## src/rtl/qpsk_interleaver.sv

```systemverilog
// qpsk_interleaver
//   Block interleaver for the QPSK path (s = 1, so only the first
//   permutation applies). Input bit k of each NCBPS-bit block is written to
//   position m = (NCBPS/D)*(k mod D) + floor(k/D) of a ping-pong bank. The
//   other bank is read out sequentially in order j = 0..NCBPS-1.
//
// Ports
//   clk        rising-edge clock
//   rstn       asynchronous active-low reset
//   valid_in   upstream coded bit valid
//   data_in    coded bit, in order k = 0..NCBPS-1
//   ready_in   block can accept data_in this cycle (registered state only)
//   valid_out  interleaved bit valid toward the modulator
//   data_out   interleaved bit, in order j = 0..NCBPS-1
//   ready_out  downstream accepts data_out
module qpsk_interleaver #(
  parameter int NCBPS = 192,
  parameter int D     = 16
) (
  input  logic clk,
  input  logic rstn,
  input  logic valid_in,
  input  logic data_in,
  output logic ready_in,
  output logic valid_out,
  output logic data_out,
  input  logic ready_out
);

  localparam int ROWS = NCBPS / D;
  localparam int AW   = $clog2(NCBPS);
  localparam int RW   = $clog2(D);
  localparam int CW   = $clog2(ROWS);

  localparam logic [AW-1:0] LAST_IDX = AW'(NCBPS - 1);
  localparam logic [RW-1:0] ROW_LAST = RW'(D - 1);
  localparam logic [AW-1:0] M_STEP   = AW'(ROWS);

  // Handshake / bank state
  logic [1:0]    full;
  logic [1:0]    full_nxt;
  logic          wr_bank;
  logic          rd_bank;

  // Write-side counters: k is the input index, row = k mod D,
  // col = floor(k/D), m is the interleaved write address.
  logic [AW-1:0] k;
  logic [RW-1:0] row;
  logic [CW-1:0] col;
  logic [AW-1:0] m;

  // Read-side counter
  logic [AW-1:0] j;

  logic [NCBPS-1:0] bank [2];

  logic accept;
  logic xfer;
  logic last_in;
  logic last_out;

  always_comb begin
    ready_in  = !full[wr_bank];
    valid_out = full[rd_bank];
    data_out  = full[rd_bank] & bank[rd_bank][j];
    accept    = valid_in && ready_in;
    xfer      = valid_out && ready_out;
    last_in   = (k == LAST_IDX);
    last_out  = (j == LAST_IDX);
  end

  // A filled bank and a drained bank are always distinct when both events
  // land on the same edge (accept needs !full[wr_bank], xfer needs
  // full[rd_bank]), so set and clear never collide on one bit.
  always_comb begin
    full_nxt = full;
    if (accept && last_in) begin
      full_nxt[wr_bank] = 1'b1;
    end
    if (xfer && last_out) begin
      full_nxt[rd_bank] = 1'b0;
    end
  end

  always_ff @(posedge clk or negedge rstn) begin
    if (!rstn) begin
      full <= '0;
    end else begin
      full <= full_nxt;
    end
  end

  // m tracks 12*row + col incrementally: +ROWS per bit within a column
  // sweep, restarting at col+1 when row wraps, so no multiplier is needed.
  always_ff @(posedge clk or negedge rstn) begin
    if (!rstn) begin
      wr_bank <= 1'b0;
      k       <= '0;
      row     <= '0;
      col     <= '0;
      m       <= '0;
    end else if (accept) begin
      if (last_in) begin
        wr_bank <= ~wr_bank;
        k       <= '0;
        row     <= '0;
        col     <= '0;
        m       <= '0;
      end else begin
        k <= k + AW'(1);
        if (row == ROW_LAST) begin
          row <= '0;
          col <= col + CW'(1);
          m   <= AW'(col) + AW'(1);
        end else begin
          row <= row + RW'(1);
          m   <= m + M_STEP;
        end
      end
    end
  end

  always_ff @(posedge clk or negedge rstn) begin
    if (!rstn) begin
      rd_bank <= 1'b0;
      j       <= '0;
    end else if (xfer) begin
      if (last_out) begin
        rd_bank <= ~rd_bank;
        j       <= '0;
      end else begin
        j <= j + AW'(1);
      end
    end
  end

  // Bank storage is not reset; the full flags alone decide what is visible.
  always_ff @(posedge clk) begin
    if (accept) begin
      bank[wr_bank][m] <= data_in;
    end
  end

endmodule

```

## config.mk

```make
export PLATFORM = sky130hd
export DESIGN_NAME = qpsk_interleaver
export DESIGN_NICKNAME = d
export VERILOG_FILES = /design/src/rtl/qpsk_interleaver.sv
export SDC_FILE = /design/constraint.sdc
export NUM_CORES = 1
export LEC_CHECK = 0
export ABC_CLOCK_PERIOD_IN_PS = 6200
export CORE_MARGIN = 4
export CORE_UTILIZATION = 26
export DETAILED_ROUTE_END_ITERATION = 16
export GPL_TIMING_DRIVEN = 0
export SYNTH_ARGS = -nofsm -noshare
export SYNTH_HDL_FRONTEND = slang
export SYNTH_SLANG_ARGS = --single-unit
```

## constraint.sdc

```tcl
create_clock -name clk -period 6.2 [get_ports clk]
set_input_delay 0.93 -clock clk [delete_from_list [all_inputs] [get_ports clk]]
set_output_delay 0.93 -clock clk [all_outputs]
set_load 0.01 [all_outputs]
```

---- Word level (Yosys, flattened, before mapping) ----
Memory sizes are Yosys's and may differ from the RTL's.
Cells that the tools add are included.
cells by class
  add/subtract/negate cells ............... 6
  order comparisons ....................... 7
  reductions and logical operators ........ 12
  bitwise operators ....................... 6
  eq/ne operators ......................... 3
  muxes and demuxes ....................... 24
operator list
  operator               number
  $mux W192              1
  $mux W8                4
  $lt A8 B9 Y1 const B   2
  $add A8 B1 Y8 const B  2
  $eq A8 B8 Y1 const B   2
  $mux W4                4
  $mux W1                9
  $add A4 B1 Y4 const B  2
  $add A8 B4 Y8 const B  1
  $bmux W1 S8            1
  $demux W1 S8           1
  $ge A8 B1 Y1 const B   1
  $logic_and A1 B1 Y1    7
  $reduce_and A2 Y1      3
  $add A4 B1 Y5 const B  1
  $eq A4 B4 Y1 const B   1
  $lt A1 B2 Y1 const B   2
  $mux W2                2
  $and A2 B2 Y2          1
  $demux W1 S1           2
  $ge A1 B1 Y1 const B   2
  $not A1 Y1             2
  $not A2 Y2             1
  $or A2 B2 Y2           1
  3 further kinds        3
storage, ports and cells
  register bits ........................... 36
  input bits .............................. 5
  memory bits (writable) .................. 384
  memories ................................ 1
  output and inout bits ................... 3
memory list
  memory  depth  bits a word  read ports  clocked after memory_dff  write ports  line  RTL
  bank    2      192          1           0                         1            55    logic [NCBPS-1:0] bank [2];

---- Depth between registers and ports, before layout ----
  depth in word-level cells ............... 8
  depth in mapped cells ................... 12
  mapped depth without buffers ............ 7

---- Worst setup path after synthesis ----
Ideal clock, no wire load.
  path kind ............................... register to output
  start point ............................. register rd_bank
  end point ............................... output data_out
  stages on the path, launching flop included .. 9
  slack ................................... 3.002 ns
  arrival time ............................ 2.268 ns
  required time ........................... 5.270 ns
  path through ............................ dfrtp_1 > buf_6 > buf_12 > buf_12 > mux4_1 > mux4_2 > o211ai_1 > a311oi_1 > a311o_1
between the ends
  longest elaborated chain between the ends .. 4
RTL lines
  what                           line  RTL
  from (decl)                    43    logic rd_bank;
  from (signal assigned)         129   rd_bank <= ~rd_bank;
  $mem_v2 Z2 W192                -
  $bmux W1 S8                    65    data_out = full[rd_bank] & bank[rd_bank][j];
  $mux W1 (not written as such)  65
  $and A1 B1 Y1 *                65
  to (decl)                      26    output logic data_out,
Every way passes the cells marked *; elsewhere a longest branch is shown, timed or not. The select of a mux whose other input is x is not followed.

---- Worst setup path after layout ----
  start point ............................. register j[1]
  end point ............................... output data_out
between the ends
  longest elaborated chain between the ends .. 3
RTL lines
  what                           line  RTL
  from (decl)                    53    logic [AW-1:0] j;
  from (signal assigned)         132   j <= j + AW'(1);
  $bmux W1 S8                    65
  $mux W1 (not written as such)  65
  $and A1 B1 Y1                  65
No other way between the ends. The select of a mux whose other input is x is not followed.

==> out/metrics.csv <==
stage,metric,value,unit
outcome,outcome,"finished, final reports clean",
timing,f_max,171,MHz
synthesis,Post-synth top cells,"nor2_1 (407), edfxtp_1 (384), nand2_1 (96), clkbuf_1 (67), mux4_2 (56)",
detailed_routing,via count,11900,
clock_network,"Clk pin slew, worst setup/hold paths",0.06,ns
final_layout,Filler Cell Count,7178,
placed_design,hpwl dp,34.3,mm
timing,final-report setup violation count,0,
timing,Layout Skew,0.0226,ns
synthesis,share of the synthesized area in the top cell type,61.6,%
grt,largest net degree at the start of global routing,171,
worst_setup_path,r2r worst-path depth,7,
final_layout,Area Overhead vs Synth,13.9,%
grt,antenna violations before repair,0,
worst_setup_path,CP peak stage delay,0.90,ns
worst_setup_path,cell depth of the worst setup path,10,
power,overall power,6.16,mW
synthesis,Synth area leader,edfxtp_1,
detailed_routing,initial drt markers,1644,
worst_setup_path,Startpoint Class,flip-flop,
clock_network,Post-CTS Setup Inserts,0,
run,number of max-cap violations,0,
floorplan,DIE AREA,76400,sq um
timing,RSZ-0062 raised after global routing,no,
synthesis,Post-Syn Area,18700,sq um
worst_setup_path,CP bufs+invs,5,
placed_design,Placed Instances,2316,
synthesis,YS warnings,0,
grt,all-layer global routing usage,12.9,%
final_layout,post-layout net count,1425,
clock_network,TritonCTS Sinks,420,
worst_setup_path,Crit. End Element,output pin,
grt,global route overflow,0,
timing,slew margin rel.,20.1,%
worst_hold_path,worst hold path cell count,1,
clock_network,root buffer cell,clkbuf_16,
clock_network,clk_lat worst skew,0.56,ns
clock_network,cts hold-fix bufs,0,
clock_network,H-Tree Depth,2,
worst_setup_path,FF-to-FF setup slack,2.85,ns
floorplan,Die W,276,um
placed_design,Placed Area,20000,sq um
grt,first-pass GRT wire length,75.3,mm
final_layout,post-route cell area,21300,sq um
floorplan,die height,276,um
synthesis,"EDFF count, synth",384,
worst_setup_path,CP max-delay cell,buf_1,
clock_network,clock buffer depth,3,
grt,vias in the first global route,11700,
worst_setup_path,CP max FO,10,
synthesis,Syn Nets,1371,
power,PD cells,289,nW/um^2
timing,Tcrit/Tclk final,94.1,%
synthesis,most frequent cell after synthesis,nor2_1,
synthesis,ys flop type,edfxtp_1,
timing,Max Slew Vio Count,0,
final_layout,Final Util,29.8,%
detailed_routing,final antenna-violating net count,0,
worst_setup_path,Setup CP Type,flip-flop to output pin,
synthesis,Synth async-reset ratio,8.57,%
synthesis,#FFs+latches synth,420,
detailed_routing,drt first pass iters,5,
floorplan,effective utilization at floorplan,26.2,%
power,Max IR drop VDD,0.246,mV
clock_network,CTS Buf Count,43,
synthesis,Post-Syn Instances,1357,
synthesis,synthesized area per cell,13.8,sq um
worst_setup_path,Critical Path AT,4.91,ns
floorplan,IO Pins,8,
power,Pleak,6.35,nW
timing,Final Hold Vio Count,0,
worst_setup_path,cells along the critical path,"buf_2, inv_1, buf_1, clkbuf_1, nand2_1, a31oi_1, nor2_1, o31ai_1, a311o_1, clkdlybuf4s50_1",
placed_design,gpl congestion,0.921,
clock_network,post-CTS sizing,0,
timing,Worst-Margin Slew,1.20,ns
floorplan,row cnt,98,
final_layout,Ant. Diodes,0,
final_layout,share of layout cells above drive strength 1,10.4,%
worst_hold_path,Hold/Removal Path Class,flip-flop to flip-flop,
detailed_routing,DRC Markers,0,
clock_network,CTS tree,yes,
floorplan,Core Box Area,71500,sq um
detailed_routing,routed len/inst,21.4,um
detailed_routing,vias per inst,4.96,
synthesis,Area contributors post-synth,"edfxtp_1 (62%), nor2_1 (8.2%), mux4_2 (6.7%), dfrtp_1 (4.8%), mux4_1 (3.9%)",
synthesis,post-synthesis sequential area ratio,66.4,%
placed_design,Port Buf Inserts,7,
detailed_routing,Total Routed Length,51.2,mm
timing,Tmin final,5.84,ns
final_layout,final std cells w/o fill,2395,
synthesis,Unique masters post-synth,59,
worst_setup_path,data required time of the worst path,5.27,ns
worst_setup_path,CP top delay family,buffers and inverters,
worst paths after layout:
path / startpoint / endpoint
min: k[4]$_DFFE_PN0N_ / k[4]$_DFFE_PN0N_
max reg2reg: wr_bank$_DFFE_PN0N_ / bank[1][112]$_DFFE_PP_
min reg2reg: k[4]$_DFFE_PN0N_ / k[4]$_DFFE_PN0N_
max: j[1]$_DFFE_PN0P_ / data_out
max in group asynchronous: rstn / rd_bank$_DFFE_PN0P_
min in group asynchronous: rstn / k[7]$_DFFE_PN0N_
worst register-to-register path, cell delays in order (launching register included):
cell      delay [ns]
dfrtp_1         0.33
clkbuf_1        0.44
mux2i_1         0.45
nand2_1         0.28
nor3_1          0.52
nand2_1         0.37
clkbuf_1        0.43
nor2_1          0.24
cells by family after synthesis:
logic type | share of synthesized area [%]
AND/OR/NAND/NOR | 12.2
XOR/XNOR | 0.561
buffers and inverters | 3.23
multiplexers | 13.1
AO/OA/AOI/OAI | 3.90
adder cells (fa/ha/maj) | 0.601
flip-flops | 66.4
routing by layer:
| metal | vias to the layer above | GRT usage (%) | share of wire [%] |
|---|---|---|---|
| li1 | 5114 | - | - |
| met1 | 6134 | 17.4 | 41 |
| met2 | 554 | 21.5 | 48 |
| met3 | 89 | 2.20 | 8.3 |
| met4 | 0 | 3.83 | 2.5 |
| met5 | - | 0 | 0 |
cell usage in the layout (no fill, tap or decap), types with 22 or more instances in the layout:
master / n
a21oi_1: 22
clkbuf_1: 84
clkbuf_16: 43
dfrtp_1: 36
edfxtp_1: 384
mux2i_1: 43
mux4_1: 28
mux4_2: 56
nand2_1: 96
nor2_1: 407
o21ai_0: 30
flip-flops by register name, indices dropped and copies added, names as in the netlist:
register / flops
bank: 384
j: 8
k: 8
m: 8
col: 4
row: 4
full: 2
rd_bank: 1
wr_bank: 1
where the power goes:
| part | internal [mW] | total, mW | leakage [nW] | switching [mW] |
|---|---|---|---|---|
| logic | 0.109 | 0.511 | 1.82 | 0.402 |
| clock network | 1.38 | 2.44 | 0.623 | 1.06 |
| registers | 3.15 | 3.21 | 3.92 | 0.0567 |
| total | 4.64 | 6.16 | 6.35 | 1.52 |
final cells by class:
class	instances	area, sq um	area share, %
multi-input cells	827	5690	26.7
clock buffers	61	1150	5.41
well taps	950	1190	5.57
repair buffers	9	125	0.586
flip-flops and latches	420	12400	58.3
plain buffers	104	583	2.73
clock inverters	18	141	0.663
inverters	6	22.5	0.106
per-stage QoR:
stage / setup WS [ns] / hold WS, ns / TNS (ns)
global route: 0.211 / 0.513 / 0
floorplan: 3.00 / 0.459 / 0
global placement: -4.43 / 0.477 / -1692.83
CTS: 0.414 / 0.496 / 0
detailed placement: 1.03 / 0.489 / 0
finish: 0.365 / 0.491 / 0
(Power assumes the default switching activity.)
==> patch, RTL diff (same settings) <==
Make the reset (`rstn`) synchronous in 3 clocked blocks. Comments in the files are not updated.
--- a/src/rtl/qpsk_interleaver.sv
+++ b/src/rtl/qpsk_interleaver.sv
@@ -83,5 +83,5 @@
   end
 
-  always_ff @(posedge clk or negedge rstn) begin
+  always_ff @(posedge clk) begin
     if (!rstn) begin
       full <= '0;
@@ -93,5 +93,5 @@
   // m tracks 12*row + col incrementally: +ROWS per bit within a column
   // sweep, restarting at col+1 when row wraps, so no multiplier is needed.
-  always_ff @(posedge clk or negedge rstn) begin
+  always_ff @(posedge clk) begin
     if (!rstn) begin
       wr_bank <= 1'b0;
@@ -121,5 +121,5 @@
   end
 
-  always_ff @(posedge clk or negedge rstn) begin
+  always_ff @(posedge clk) begin
     if (!rstn) begin
       rd_bank <= 1'b0;
Behaviour: no difference found for any inputs over 4 cycles, from zero or initial values and one cycle with rstn low; that may be too few to reach the edited logic, so the function may still have changed.
==> patch against the unedited design <==
Non-clock buffer count down 1; sequential cell count up 1; synthesized cell count up 1.3%; worst setup slack better by 0.055 ns; routed wire length up 1.1%; count of clock-buffer cells in the layout down 5; core utilization up 0.34 points; synthesized area down 1.1%; cell area down 0.59%.
Power is not compared: it rests on default switching activity, and its combinational part moved more than twofold at a synthesized area within 25%.
==> patch: results (changes against the unedited design) <==
[yosys]
yosysSeqAreaShare = 0.6627  ; -0.001202
synth_flop_cell = edfxtp_1
synthTopCellsByArea = edfxtp_1, nor2_1, mux4_2
syn_area_per_cell_um2 = 13.48  ; -2.3%
ys_types = 57  ; -3.4%
syn_nets = 1388  ; +1.2%
synth_common_cells = nor2_1, edfxtp_1, nand2_1
synth-edff-count = 384  ; unchanged
ys_warn_count = 0  ; unchanged
async_reset_ff_frac = 0  ; -0.08571

[global_route]
grt_start_max_net_pins = 194  ; +13%
grtUsageTotal = 0.1354  ; +0.006223
grt_pass1_wl_um = 76130  ; +1.1%

[placement]
dp_cells = 2322  ; +0.26%
hpwl_um = 33750  ; -1.5%
io_buffers = 7  ; unchanged
gp_congestion = 0.8566  ; -6.9%
place_area_um2 = 19800  ; -1.2%
pre_cts_ws_ns = 1.077  ; +0.04665 ns

[setup_path]
crit_fanout = 10  ; unchanged
cp_data_arrival_time_ns = 4.85  ; -0.06 ns
reg2reg_depth = 8  ; +1

[clocking]
h-tree-depth = 2  ; unchanged
post_cts_buffers = 0  ; unchanged
clk_latency_ns = 0.59  ; +0.03 ns
cts_resized = 0  ; unchanged
clockRootBuffer = clkbuf_16
cts_buffers = 45  ; +4.7%

[drt]
dr.first_iter.drc_count = 1464  ; -11%
routed_wl_um = 51760  ; +1.1%
drtPass1Iterations = 6  ; +1
num_vias = 11860  ; -0.26%

[cells_and_area]
drive_gt1_frac = 0.1078  ; +0.003278
finalNonFillerCells = 2406  ; +0.46%
num-fill-cells = 7023  ; -2.2%

[min_path]
hold_depth = 2  ; +1
min_path_type = register to register

[timing]
maxSlewViolCount = 0  ; unchanged
clock_skew_ns = 0.02402  ; +0.001444 ns
tightest_slew_ns = 1.350  ; +0.1508 ns

[pwr]
vdd_drop_max_mv = 0.1627
p_leak_nw = 6.131

[outcome]
status = completed

==> patch: path summary, 6_finish.rpt <==
check                             endpoint    start  slack (ns)
worst max register to register  bank[1][7]  wr_bank        2.60
worst min register to register      col[1]   col[1]        0.49
worst max-delay path              data_out     j[0]        0.42
worst min-delay path                col[1]   col[1]        0.49
==> patch: layout make-up <==
type,instances,area [µm²],share of cell area
clock inverter,28,224.0,0.01056
clock buffer,56,1189,0.05604
buffer,104,513.0,0.02419
sequential,421,12270,0.5786
timing repair buffer,8,102.6,0.004837
tap,940,1176,0.05545
multi-input combinational,842,5707,0.2691
inverter,7,26.28,0.001239
==> patch: kinds of logic after synthesis <==
group                    count (synthesis)  share of synthesized area
AND/OR/NAND/NOR                        588                     0.1296
flip-flops                             421                     0.6627
multiplexers                           131                     0.1251
buffers and inverters                  111                    0.02912
AO/OA/AOI/OAI                           90                    0.03608
XOR/XNOR                                24                    0.01135
adder cells (fa/ha/maj)                  9                   0.006081
==> patch: metal layers <==
metal | up-vias | wire, µm | global-route usage
li1 | 5138 | - | -
met1 | 6102 | 21430 | 0.1851
met2 | 524 | 24070 | 0.2152
met3 | 96 | 4584 | 0.02904
met4 | 0 | 1670 | 0.04474
met5 | - | 0 | 0
==> patch: worst max-delay path: stages, from the launching register on <==
cell	delay (ns)
dfxtp_1	0.41
buf_1	0.69
clkbuf_1	1.05
mux4_2	0.43
a311oi_1	0.25
a21oi_1	0.11
nor3_1	0.25
a21oi_1	0.15
or3_1	0.40
clkdlybuf4s50_1	0.51
==> patch: power groups by stage <==
stage | clock network, mW | registers (mW) | logic [mW]
CTS | 2.65 | 3.10 | 0.115
finish | 2.62 | 3.10 | 0.116
floorplan | 0 | 3.16 | 0.0453
global route | 2.77 | 3.10 | 0.126
detailed placement | 0 | 3.16 | 0.115
global placement | 0 | 3.20 | 0.109
